===== src/rtl/rs_dispatcher_pkg.sv =====
// rs_dispatcher_pkg: tag encodings and reservation-station count shared by the superscalar front end.
package rs_dispatcher_pkg;
  localparam int NUM_RS = 3;
  typedef logic [1:0] tag_t;
  localparam tag_t TAG_ALU0  = 2'b00;
  localparam tag_t TAG_ALU1  = 2'b01;
  localparam tag_t TAG_ALU2  = 2'b10;
  localparam tag_t TAG_READY = 2'b11;
endpackage


===== src/rtl/rs_dispatcher_reg_status_table.sv =====
// rs_dispatcher_reg_status_table: per-architectural-register producer tags with CDB clear and flush.
module rs_dispatcher_reg_status_table
  import rs_dispatcher_pkg::*;
#(
  parameter int NUM_ARCH_REGS = 32
) (
  input  logic              clk,
  input  logic              reset,
  input  logic              flush,
  input  logic [4:0]        rs1_addr,
  input  logic [4:0]        rs2_addr,
  output tag_t              rs1_tag,
  output tag_t              rs2_tag,
  input  logic              wr_en,
  input  logic [4:0]        wr_addr,
  input  tag_t              wr_tag,
  input  logic [NUM_RS-1:0] cdb_valid
);
  tag_t tags_q [NUM_ARCH_REGS];
  tag_t tags_d [NUM_ARCH_REGS];
  logic [3:0] cdb_hit;
  assign cdb_hit = {1'b0, cdb_valid};
  // A dispatch write lands after the CDB clear so a new producer wins over a retiring one.
  always_comb begin
    for (int i = 0; i < NUM_ARCH_REGS; i++)
      tags_d[i] = (flush || i == 0 || cdb_hit[tags_q[i]]) ? TAG_READY : tags_q[i];
    if (wr_en && !flush && wr_addr != 5'd0) tags_d[wr_addr] = wr_tag;
  end
  always_ff @(posedge clk or posedge reset)
    if (reset) for (int i = 0; i < NUM_ARCH_REGS; i++) tags_q[i] <= TAG_READY;
    else tags_q <= tags_d;
  assign rs1_tag = rs1_addr == 5'd0 ? TAG_READY : tags_q[rs1_addr];
  assign rs2_tag = rs2_addr == 5'd0 ? TAG_READY : tags_q[rs2_addr];
endmodule


===== src/rtl/rs_dispatcher.sv =====
// rs_dispatcher: one-entry instruction buffer that resolves operand tags and issues to the first ready RS.
module rs_dispatcher
  import rs_dispatcher_pkg::*;
#(
  parameter int DATA_WIDTH          = 32,
  parameter int PHYS_REG_ADDR_WIDTH = 6,
  parameter int NUM_ARCH_REGS       = 32
) (
  input  logic                           clk,
  input  logic                           reset,
  input  logic                           in_valid,
  output logic                           in_ready,
  input  logic [4:0]                     in_rs1,
  input  logic [4:0]                     in_rs2,
  input  logic [4:0]                     in_rd,
  input  logic                           in_writes_rd,
  input  logic [DATA_WIDTH-1:0]          in_rs1_data,
  input  logic [DATA_WIDTH-1:0]          in_rs2_data,
  input  logic [DATA_WIDTH-1:0]          in_imm,
  input  logic                           in_use_imm,
  input  logic                           in_is_store,
  input  logic [10:0]                    in_control_signals,
  input  logic [DATA_WIDTH-1:0]          in_pc,
  input  logic [DATA_WIDTH-1:0]          in_pc_value_at_prediction,
  input  logic [2:0]                     in_branch_sel,
  input  logic                           in_branch_prediction,
  output logic                           dispatch_valid_0,
  input  logic                           dispatch_ready_0,
  output logic [DATA_WIDTH-1:0]          operand_a_data_0,
  output logic [DATA_WIDTH-1:0]          operand_b_data_0,
  output logic [1:0]                     operand_a_tag_0,
  output logic [1:0]                     operand_b_tag_0,
  output logic [10:0]                    control_signals_0,
  output logic [DATA_WIDTH-1:0]          pc_0,
  output logic [PHYS_REG_ADDR_WIDTH-1:0] rd_phys_addr_0,
  output logic [DATA_WIDTH-1:0]          pc_value_at_prediction_0,
  output logic [2:0]                     branch_sel_0,
  output logic                           branch_prediction_0,
  output logic [DATA_WIDTH-1:0]          store_data_0,
  output logic                           dispatch_valid_1,
  input  logic                           dispatch_ready_1,
  output logic [DATA_WIDTH-1:0]          operand_a_data_1,
  output logic [DATA_WIDTH-1:0]          operand_b_data_1,
  output logic [1:0]                     operand_a_tag_1,
  output logic [1:0]                     operand_b_tag_1,
  output logic [10:0]                    control_signals_1,
  output logic [DATA_WIDTH-1:0]          pc_1,
  output logic [PHYS_REG_ADDR_WIDTH-1:0] rd_phys_addr_1,
  output logic [DATA_WIDTH-1:0]          pc_value_at_prediction_1,
  output logic [2:0]                     branch_sel_1,
  output logic                           branch_prediction_1,
  output logic [DATA_WIDTH-1:0]          store_data_1,
  output logic                           dispatch_valid_2,
  input  logic                           dispatch_ready_2,
  output logic [DATA_WIDTH-1:0]          operand_a_data_2,
  output logic [DATA_WIDTH-1:0]          operand_b_data_2,
  output logic [1:0]                     operand_a_tag_2,
  output logic [1:0]                     operand_b_tag_2,
  output logic [10:0]                    control_signals_2,
  output logic [DATA_WIDTH-1:0]          pc_2,
  output logic [PHYS_REG_ADDR_WIDTH-1:0] rd_phys_addr_2,
  output logic [DATA_WIDTH-1:0]          pc_value_at_prediction_2,
  output logic [2:0]                     branch_sel_2,
  output logic                           branch_prediction_2,
  output logic [DATA_WIDTH-1:0]          store_data_2,
  input  logic                           cdb_valid_0,
  input  logic                           cdb_valid_1,
  input  logic                           cdb_valid_2,
  input  logic [DATA_WIDTH-1:0]          cdb_data_0,
  input  logic [DATA_WIDTH-1:0]          cdb_data_1,
  input  logic [DATA_WIDTH-1:0]          cdb_data_2,
  input  logic                           flush
);
  typedef struct packed {
    logic [4:0]            rs1, rs2, rd;
    logic                  writes_rd, use_imm, is_store;
    logic [DATA_WIDTH-1:0] rs1_data, rs2_data, imm;
    logic [10:0]           ctrl;
    logic [DATA_WIDTH-1:0] pc, pc_pred;
    logic [2:0]            branch_sel;
    logic                  branch_pred;
  } buf_t;
  typedef struct packed {
    logic [DATA_WIDTH-1:0]          a_data, b_data;
    tag_t                           a_tag, b_tag;
    logic [10:0]                    ctrl;
    logic [DATA_WIDTH-1:0]          pc;
    logic [PHYS_REG_ADDR_WIDTH-1:0] rd;
    logic [DATA_WIDTH-1:0]          pc_pred;
    logic [2:0]                     branch_sel;
    logic                           branch_pred;
    logic [DATA_WIDTH-1:0]          store_data;
  } chan_t;
  buf_t buf_q, buf_d;
  logic buf_valid_q, buf_valid_d;
  tag_t rs1_tag, rs2_tag, a_tag, s_tag, sel;
  logic [DATA_WIDTH-1:0] a_data, s_data;
  logic [DATA_WIDTH-1:0] cdb_data [4];
  logic [3:0] cdb_v;
  logic [2:0] ready, go;
  logic stall, dispatched, capture;
  chan_t payload;
  chan_t chan [NUM_RS];
  assign cdb_data[0] = cdb_data_0;
  assign cdb_data[1] = cdb_data_1;
  assign cdb_data[2] = cdb_data_2;
  assign cdb_data[3] = '0;
  assign cdb_v = {1'b0, cdb_valid_2, cdb_valid_1, cdb_valid_0};
  assign ready = {dispatch_ready_2, dispatch_ready_1, dispatch_ready_0};
  rs_dispatcher_reg_status_table #(.NUM_ARCH_REGS(NUM_ARCH_REGS)) u_table (
    .clk      (clk),
    .reset    (reset),
    .flush    (flush),
    .rs1_addr (buf_q.rs1),
    .rs2_addr (buf_q.rs2),
    .rs1_tag  (rs1_tag),
    .rs2_tag  (rs2_tag),
    .wr_en    (dispatched && buf_q.writes_rd),
    .wr_addr  (buf_q.rd),
    .wr_tag   (sel),
    .cdb_valid(cdb_v[2:0])
  );
  // cdb_v[3] is zero, so a ready tag never takes the bypass path.
  always_comb begin
    a_data = rs1_tag == TAG_READY ? buf_q.rs1_data : cdb_v[rs1_tag] ? cdb_data[rs1_tag] : '0;
    a_tag = cdb_v[rs1_tag] ? TAG_READY : rs1_tag;
    s_data = rs2_tag == TAG_READY ? buf_q.rs2_data : cdb_v[rs2_tag] ? cdb_data[rs2_tag] : '0;
    s_tag = cdb_v[rs2_tag] ? TAG_READY : rs2_tag;
    stall = buf_q.is_store && s_tag != TAG_READY;
    sel = ready[0] ? TAG_ALU0 : ready[1] ? TAG_ALU1 : TAG_ALU2;
    dispatched = buf_valid_q && !flush && !stall && |ready;
    go = dispatched ? 3'b001 << sel : 3'b000;
    in_ready = !buf_valid_q || dispatched;
    capture = in_valid && in_ready && !flush;
    buf_valid_d = flush ? 1'b0 : capture ? 1'b1 : dispatched ? 1'b0 : buf_valid_q;
    buf_d = capture ? '{rs1: in_rs1, rs2: in_rs2, rd: in_rd, writes_rd: in_writes_rd,
                        use_imm: in_use_imm, is_store: in_is_store, rs1_data: in_rs1_data,
                        rs2_data: in_rs2_data, imm: in_imm, ctrl: in_control_signals, pc: in_pc,
                        pc_pred: in_pc_value_at_prediction, branch_sel: in_branch_sel,
                        branch_pred: in_branch_prediction} : buf_q;
    payload = '{a_data: a_data, b_data: buf_q.use_imm ? buf_q.imm : s_data, a_tag: a_tag,
                b_tag: buf_q.use_imm ? TAG_READY : s_tag, ctrl: buf_q.ctrl, pc: buf_q.pc,
                rd: PHYS_REG_ADDR_WIDTH'(buf_q.rd), pc_pred: buf_q.pc_pred,
                branch_sel: buf_q.branch_sel, branch_pred: buf_q.branch_pred, store_data: s_data};
    for (int k = 0; k < NUM_RS; k++) chan[k] = go[k] ? payload : '0;
  end
  always_ff @(posedge clk or posedge reset)
    if (reset) begin
      buf_valid_q <= 1'b0;
      buf_q <= '0;
    end else begin
      buf_valid_q <= buf_valid_d;
      buf_q <= buf_d;
    end
  assign {dispatch_valid_2, dispatch_valid_1, dispatch_valid_0} = go;
  assign {operand_a_data_0, operand_b_data_0, operand_a_tag_0, operand_b_tag_0, control_signals_0, pc_0,
          rd_phys_addr_0, pc_value_at_prediction_0, branch_sel_0, branch_prediction_0, store_data_0} = chan[0];
  assign {operand_a_data_1, operand_b_data_1, operand_a_tag_1, operand_b_tag_1, control_signals_1, pc_1,
          rd_phys_addr_1, pc_value_at_prediction_1, branch_sel_1, branch_prediction_1, store_data_1} = chan[1];
  assign {operand_a_data_2, operand_b_data_2, operand_a_tag_2, operand_b_tag_2, control_signals_2, pc_2,
          rd_phys_addr_2, pc_value_at_prediction_2, branch_sel_2, branch_prediction_2, store_data_2} = chan[2];
endmodule


===== config.mk =====
export PLATFORM = sky130hd
export DESIGN_NAME = rs_dispatcher
export DESIGN_NICKNAME = d
export VERILOG_FILES = /design/src/rtl/rs_dispatcher_pkg.sv /design/src/rtl/rs_dispatcher_reg_status_table.sv /design/src/rtl/rs_dispatcher.sv
export SDC_FILE = /design/constraint.sdc
export NUM_CORES = 1
export LEC_CHECK = 0
export BUFFER_PORTS_ARGS = -buffer_cell sky130_fd_sc_hd__buf_2
export CORE_AREA = 5 5 335 337
export DETAILED_ROUTE_END_ITERATION = 12
export DIE_AREA = 0 0 340 342
export PLACE_DENSITY = 0.34
export SETUP_SLACK_MARGIN = 0.05
export SLEW_MARGIN = 20
export SYNTH_ARGS = -nofsm -noshare
export SYNTH_HDL_FRONTEND = slang
export SYNTH_SLANG_ARGS = --single-unit

===== constraint.sdc =====
create_clock -name clk -period 13.5 [get_ports clk]
set_clock_uncertainty 0.05 [all_clocks]
set_input_delay 2.7 -clock clk [delete_from_list [all_inputs] [get_ports clk]]
set_output_delay 2.7 -clock clk [all_outputs]
set_load 0.005 [all_outputs]

==> results of run 1 <==
[cell type report]
cell class	instances	area (sq um)	area share, %
Clock buffer	58	1200	4.75
Multi-Input combinational cell	1483	10800	42.7
Inverter	39	161	0.639
Timing Repair Buffer	902	4650	18.4
Antenna cell	25	62.6	0.248
Sequential cell	258	6540	25.9
Clock inverter	8	92.6	0.366
Tap cell	1414	1770	7.00
[layer usage]
| metal | vias to the layer above | global-route usage, % |
|---|---|---|
| met4 | 16 | 3.35 |
| met3 | 118 | 4.47 |
| met2 | 676 | 31.1 |
| met1 | 9140 | 23.1 |
| met5 | - | 0 |
| li1 | 8329 | - |
[metrics by stage]
step	hold WS (ps)	setup slack, ps
after floorplan	398	3760
after global placement	410	4120
after detailed placement	416	4070
after CTS	429	4060
after global routing	441	3840
final	425	4100
[Yosys cell counts (all sizes together), types with 5 or more instances]
cell type,n
nand2b,99
dfrtp,194
and3,106
mux2i,146
mux4,15
nor2b,39
o221ai,32
and2,356
nand2,82
nor3b,7
nand3,10
a32oi,32
mux2,196
a21oi,43
a2111oi,48
buf,40
a22oi,8
a22o,5
nor2,167
inv,39
nor3,22
dfstp,64
clkbuf,135
o21ai,33
[state kept, by name, summed over array words and instances, names as in the netlist]
register	count
buf_q	193
u_table.tags_q	64
buf_valid_q	1
[path summary, 6_finish.rpt]
path                       slack, ps  cells after the start             start    endpoint
max                             4100                     11  dispatch_ready_0     pc_0[1]
max reg2reg                     8020                     12        buf_q[184]  buf_q[168]
min reg2reg                      420                      1         buf_q[93]   buf_q[93]
min in group asynchronous       2230                      2             reset  buf_q[183]
max in group asynchronous       9070                      4             reset  buf_q[119]
min                              420                      1         buf_q[93]   buf_q[93]
[placed cells by master, fill, tap and decap left out, types with 26 or more instances in the layout]
cell / n
o221ai_1: 32
a2111oi_0: 47
nor2_1: 166
and3_1: 104
inv_1: 35
clkbuf_16: 41
dfstp_2: 64
nand2b_1: 98
a32oi_1: 32
mux2_2: 26
buf_4: 47
mux2_1: 170
and2_1: 355
a21oi_1: 43
buf_2: 854
nor2b_1: 38
mux2i_1: 146
o21ai_0: 31
nand2_1: 81
dfrtp_1: 193
[worst reg2reg max path, cell delays in order (launching register included)]
cell	delay, ps
dfrtp_1	320
buf_4	450
mux2i_1	160
a22oi_1	220
a21oi_1	160
nor4_2	540
or2b_2	190
buf_4	470
nor4b_2	230
or3_4	510
a211oi_4	740
buf_4	800
mux2_2	490
[cells by family after synthesis]
kind of cell           count (synthesis)  synth area share, %
buffers and inverters                214                 5.46
muxes                                357                 22.0
AOI/OAI and AO/OA                    215                 8.71
and+or+nand+nor                      906                 27.9
DFF                                  258                 35.9
other                                  2               0.0412
[where the power goes]
group | total, W | switching [W] | internal (W) | leakage, nW
Sequential | 0.00101 | 0.000128 | 0.000883 | 2.95
Combinational | 0.000925 | 0.000627 | 0.000298 | 9.17
Clock | 0.00106 | 0.000413 | 0.000646 | 0.641
Total | 0.00300 | 0.00117 | 0.00183 | 12.8
==> summary.md, run 1 <==
| Metric | Value |
|---|---|
| Buffers added on ports | `854` |
| CTS clk-pin slew, worst paths | `60 ps` |
| Max stage delay cell, worst path | `buf_4` |
| Critical Path Sink Type | `output port` |
| Post-layout util | `23.3%` |
| Slew @ Worst Pin | `1210 ps` |
| PwrDens | `119 nW/um^2` |
| Total gr overflow | `0` |
| Crit path largest cell delay | `710 ps` |
| Initial drt markers | `1117` |
| Final HPWL from detailed placement | `84700 microns` |
| Post-route ant nets | `0` |
| Synth Warn # | `0` |
| Cell Area, Placed | `23900 sq um` |
| Fill cell count | `12100` |
| Lkg Pwr | `12.8 nW` |
| Setup TNS Final | `0 ps` |
| CORE AREA | `109000 sq um` |
| CP required | `10750 ps` |
| Post-synth top flop | `dfrtp_1` |
| Worst setup SP type | `input pin` |
| CTS Buf Count | `38` |
| Fin. max-slew vios | `0` |
| DR vias | `18300` |
| Starting Density | `16.8%` |
| Crit share post-route | `69.7%` |
| Cell taking the most area after synthesis | `dfrtp_1` |
| Most used cell, CP | `buf_4` |
| Die W | `340 microns` |
| Clock Latency Late Sink | `570 ps` |
| IO Pins | `858` |
| Top Family by Delay on Critical Path | `buffers and inverters` |
| Largest net degree at the start of global routing | `126` |
| Cell variety after synth | `57` |
| Initial antenna violation count | `41` |
| H-tree depth | `2` |
| Vias in the first global route | `18600` |
| Critical path, cell by cell | `buf_2 > or2_2 > o21bai_1 > nor3_4 > buf_4 > nand3_2 > buf_4 > inv_4 > buf_4 > and2_1 > buf_2` |
| GP Congestion | `0.858` |
| Register area share after synthesis | `35.9%` |
| Setup Crit Path Kind | `input pin to output port` |
| Final Non-Filler Cells | `4187` |
| DR WL/cell | `26.6 microns` |
| Num Clock Sinks | `258` |
| Share of layout cells above drive strength 1 | `40.0%` |
| Post-CTS Setup Repair Bufs | `0` |
| Final Hold Fails | `0` |
| Post-CTS sizing | `0` |
| Flops & latches, synth | `258` |
| WL final | `111000 microns` |
| Global-route wire length before repair | `152000 microns` |
| Total GRT Usage | `18.0%` |
| Setup violations, final | `0` |
| Synth top area cells | `dfrtp_1, and2_1, mux2_1, dfstp_2, mux2i_1` |
| Buf+Inv Stages, Crit Path | `6` |
| Outcome | `completed` |
| First drt pass iteration count | `5` |
| Avg Vias per Cell | `4.37` |
| Synth top area share | `26.7%` |
| Nets | `3021` |
| Layout area overhead | `38.7%` |
| Tmin final | `9400 ps` |
| CTS max path bufs | `3` |
| Unrepaired setup endpoints after global routing | `no` |
| TritonCTS clock tree | `yes` |
| Post-synth EDFFs | `0` |
| CTS root buffer | `clkbuf_16` |
| Max FO, Critical Path | `82` |
| Netlist Area Pre-Place | `18200 sq um` |
| Max VDD drop | `0.0000611 V` |
| Post-Syn Instances | `1952` |
| Critical Path AT | `6650 ps` |
| Total Die Area | `116000 sq um` |
| Asr flop ratio synth | `100%` |
| Hold Crit Class | `flip-flop to flip-flop` |
| Wire length on met2 | `54700 microns` |
| Routed met1 length | `47300 microns` |
| Avg Inst Size Synth | `9.33 sq um` |
| Inst Count DP | `4096` |
| Design Area, Final | `25300 sq um` |
| Power, Total | `0.00300 W` |
| DRC Markers | `0` |
| Die Y | `342 microns` |
| # rows | `121` |
| Highest Signal Layer | `met5` |
| Max-cap violations | `0` |
| Met3 wire len | `7410 microns` |
| CTS hold repair buffers | `0` |
| Max Fclk | `106 MHz` |
| Relative slew slack | `19.4%` |
(Power assumes the default switching activity.)
==> run 2, diff against run 1 <==
CORE_AREA = 5 5 328 330   (was 5 5 335 337)
DIE_AREA = 0 0 333 335   (was 0 0 340 342)
PLACE_DENSITY = 0.35   (was 0.34)
clock period = 9.7 ns   (was 13.5 ns; I/O delays follow)
==> run 2 against run 1 <==
Net effect: routed wire length down 1.4%; register-to-register slack worse by 3800 ps; combinational power up 38%; cell area up 0.19%; first-iteration DRC count up 14%; sequential power up 40%; setup slack worse by 2200 ps; via count down 0.27%; final cell count down 0.45%; critical path type is now flip-flop to output port; highest routed layer unchanged.
==> summary.md, run 2 (synthesized netlist as in run 1, its figures left out) <==
| Metric | Value |
|---|---|
| DR vias | `18200` |
| Vias in the first global route | `18500` |
| CP required | `7710 ps` |
| CTS max path bufs | `3` |
| Starting Density | `17.4%` |
| DR WL/cell | `26.4 microns` |
| First drt pass iteration count | `5` |
| Layout area overhead | `39.0%` |
| Largest register FFs | `193` |
| # rows | `119` |
| Outcome | `completed` |
| TritonCTS clock tree | `yes` |
| Nets | `3027` |
| Clock Latency Late Sink | `570 ps` |
| CORE AREA | `105000 sq um` |
| Die Y | `335 microns` |
| CTS Buf Count | `37` |
| Hold Crit Class | `flip-flop to flip-flop` |
| Post-CTS sizing | `0` |
| Reg with most FFs | `buf_q` |
| Setup violations, final | `0` |
| CTS hold repair buffers | `0` |
| Post-route ant nets | `0` |
| CTS root buffer | `clkbuf_16` |
| Top flop regs | `buf_q (193), u_table.tags_q (64), buf_valid_q (1)` |
| Reg power frac | `34.0%` |
| Final Hold Fails | `0` |
| Global-route wire length before repair | `150000 microns` |
| H-tree depth | `2` |
| GP Congestion | `0.872` |
| Setup Crit Path Kind | `flip-flop to output port` |
| Num Clock Sinks | `258` |
| Most frequent cells in the layout | `buf_2, and2_1, dfrtp_1, mux2_1, nor2_1` |
| Max FO, Critical Path | `21` |
| Tmin final | `7800 ps` |
| Fill cell count | `11600` |
| Net Sw Power | `0.00161 W` |
| Total gr overflow | `0` |
| Slew @ Worst Pin | `1210 ps` |
| IO Pins | `858` |
| Largest net degree at the start of global routing | `141` |
| Max Fclk | `128 MHz` |
| Max-cap violations | `0` |
| Pre-CTS setup slack | `2270 ps` |
| Total GRT Usage | `18.6%` |
| Unrepaired setup endpoints after global routing | `no` |
| Critical Path AT | `5810 ps` |
| Internal power | `0.00253 W` |
| Buffers added on ports | `854` |
| CTS clk-pin slew, worst paths | `50 ps` |
| Avg Vias per Cell | `4.37` |
| Final worst slack | `1900 ps` |
| Final HPWL from detailed placement | `83100 microns` |
| Commonest non-fill, non-tap cell in the layout | `buf_2` |
| Worst setup SP type | `flip-flop` |
| Die W | `333 microns` |
| Relative slew slack | `19.5%` |
| WL final | `110000 microns` |
| Critical Path Sink Type | `output port` |
| Setup TNS Final | `0 ps` |
| Switching Share | `38.8%` |
| PwrDens | `164 nW/um^2` |
| Initial drt markers | `1273` |
| Max VDD drop | `0.0000936 V` |
| Total Die Area | `112000 sq um` |
| Share of layout cells above drive strength 1 | `40.2%` |
| Fin. max-slew vios | `0` |
| Multi-input logic area | `10800 sq um` |
| DRC Markers | `0` |
| Post-CTS Setup Repair Bufs | `0` |
| Clock Power Share | `35.0%` |
| Storage element area | `6540 sq um` |
| Combinational share of power | `31.0%` |
| Lkg Pwr | `12.8 nW` |
| Crit share post-route | `80.4%` |
| Initial antenna violation count | `37` |
[run 2: changes by cell type in the layout (fill, tap and decap cells not counted), moves of 2 or more]
cell       change
buf_12         +4
diode_2        -4
buf_4          +3
clkbuf_16      -2
inv_6          +2
[run 2: critical path, stage by stage (launching register included)]
cell      delay [ps]
dfrtp_1          970
buf_4            430
mux2i_1          260
a22oi_1          120
nand3_1          160
o31a_1           230
and3_2           510
buf_4            450
nor2_4           260
a32oi_1          910
nand2b_1         410
and3_1           290
buf_2            130
[run 2: metrics by stage]
step                      area [sq um]  hold slack [ps]  util (%)  std cells  total power (W)
after global routing             25300              444      24.2       4155          0.00437
after detailed placement         24000              416      22.9       4080          0.00273
final                            25300              424      24.2       4168          0.00414
after floorplan                  18200              398         -       1955          0.00198
after global placement           24000              409      22.9       4080          0.00274
after CTS                        25300              429      24.2       4147          0.00424
[run 2: power groups by stage]
stage                     Combinational (W)  Clock, W  Sequential, W
after floorplan                    0.000673         0        0.00131
after global placement              0.00131         0        0.00143
after detailed placement            0.00130         0        0.00143
after CTS                           0.00131   0.00152        0.00141
after global routing                0.00138   0.00156        0.00143
final                               0.00128   0.00145        0.00141
[run 2: metal layers]
layer / vias to the layer above / GRT usage [%] / routed length (microns)
met5: - / 0 / 65
met4: 10 / 3.86 / 1900
met3: 109 / 3.73 / 6640
met2: 653 / 31.9 / 54500
met1: 9119 / 24.2 / 46800
li1: 8338 / - / -
[run 2: path summary, 6_finish.rpt]
kind,from,end,slack [ps],cells past startpoint
worst max-delay path,buf_q[184],operand_b_data_2[21],1900,12
worst min-delay path,buf_q[85],buf_q[85],420,1
worst max register to register,buf_q[184],buf_q[124],4170,10
worst min register to register,buf_q[85],buf_q[85],420,1
max in group asynchronous,reset,buf_q[176],6850,3
min in group asynchronous,reset,buf_q[32],1430,2
[run 2: cell type report]
class | instances | share of cell area (%)
tap | 1391 | 6.88
multi-input combinational | 1483 | 42.7
clock buffer | 58 | 4.61
antenna | 21 | 0.208
inverter | 39 | 0.638
sequential | 258 | 25.8
clock inverter | 9 | 0.415
timing repair buffer | 909 | 18.8
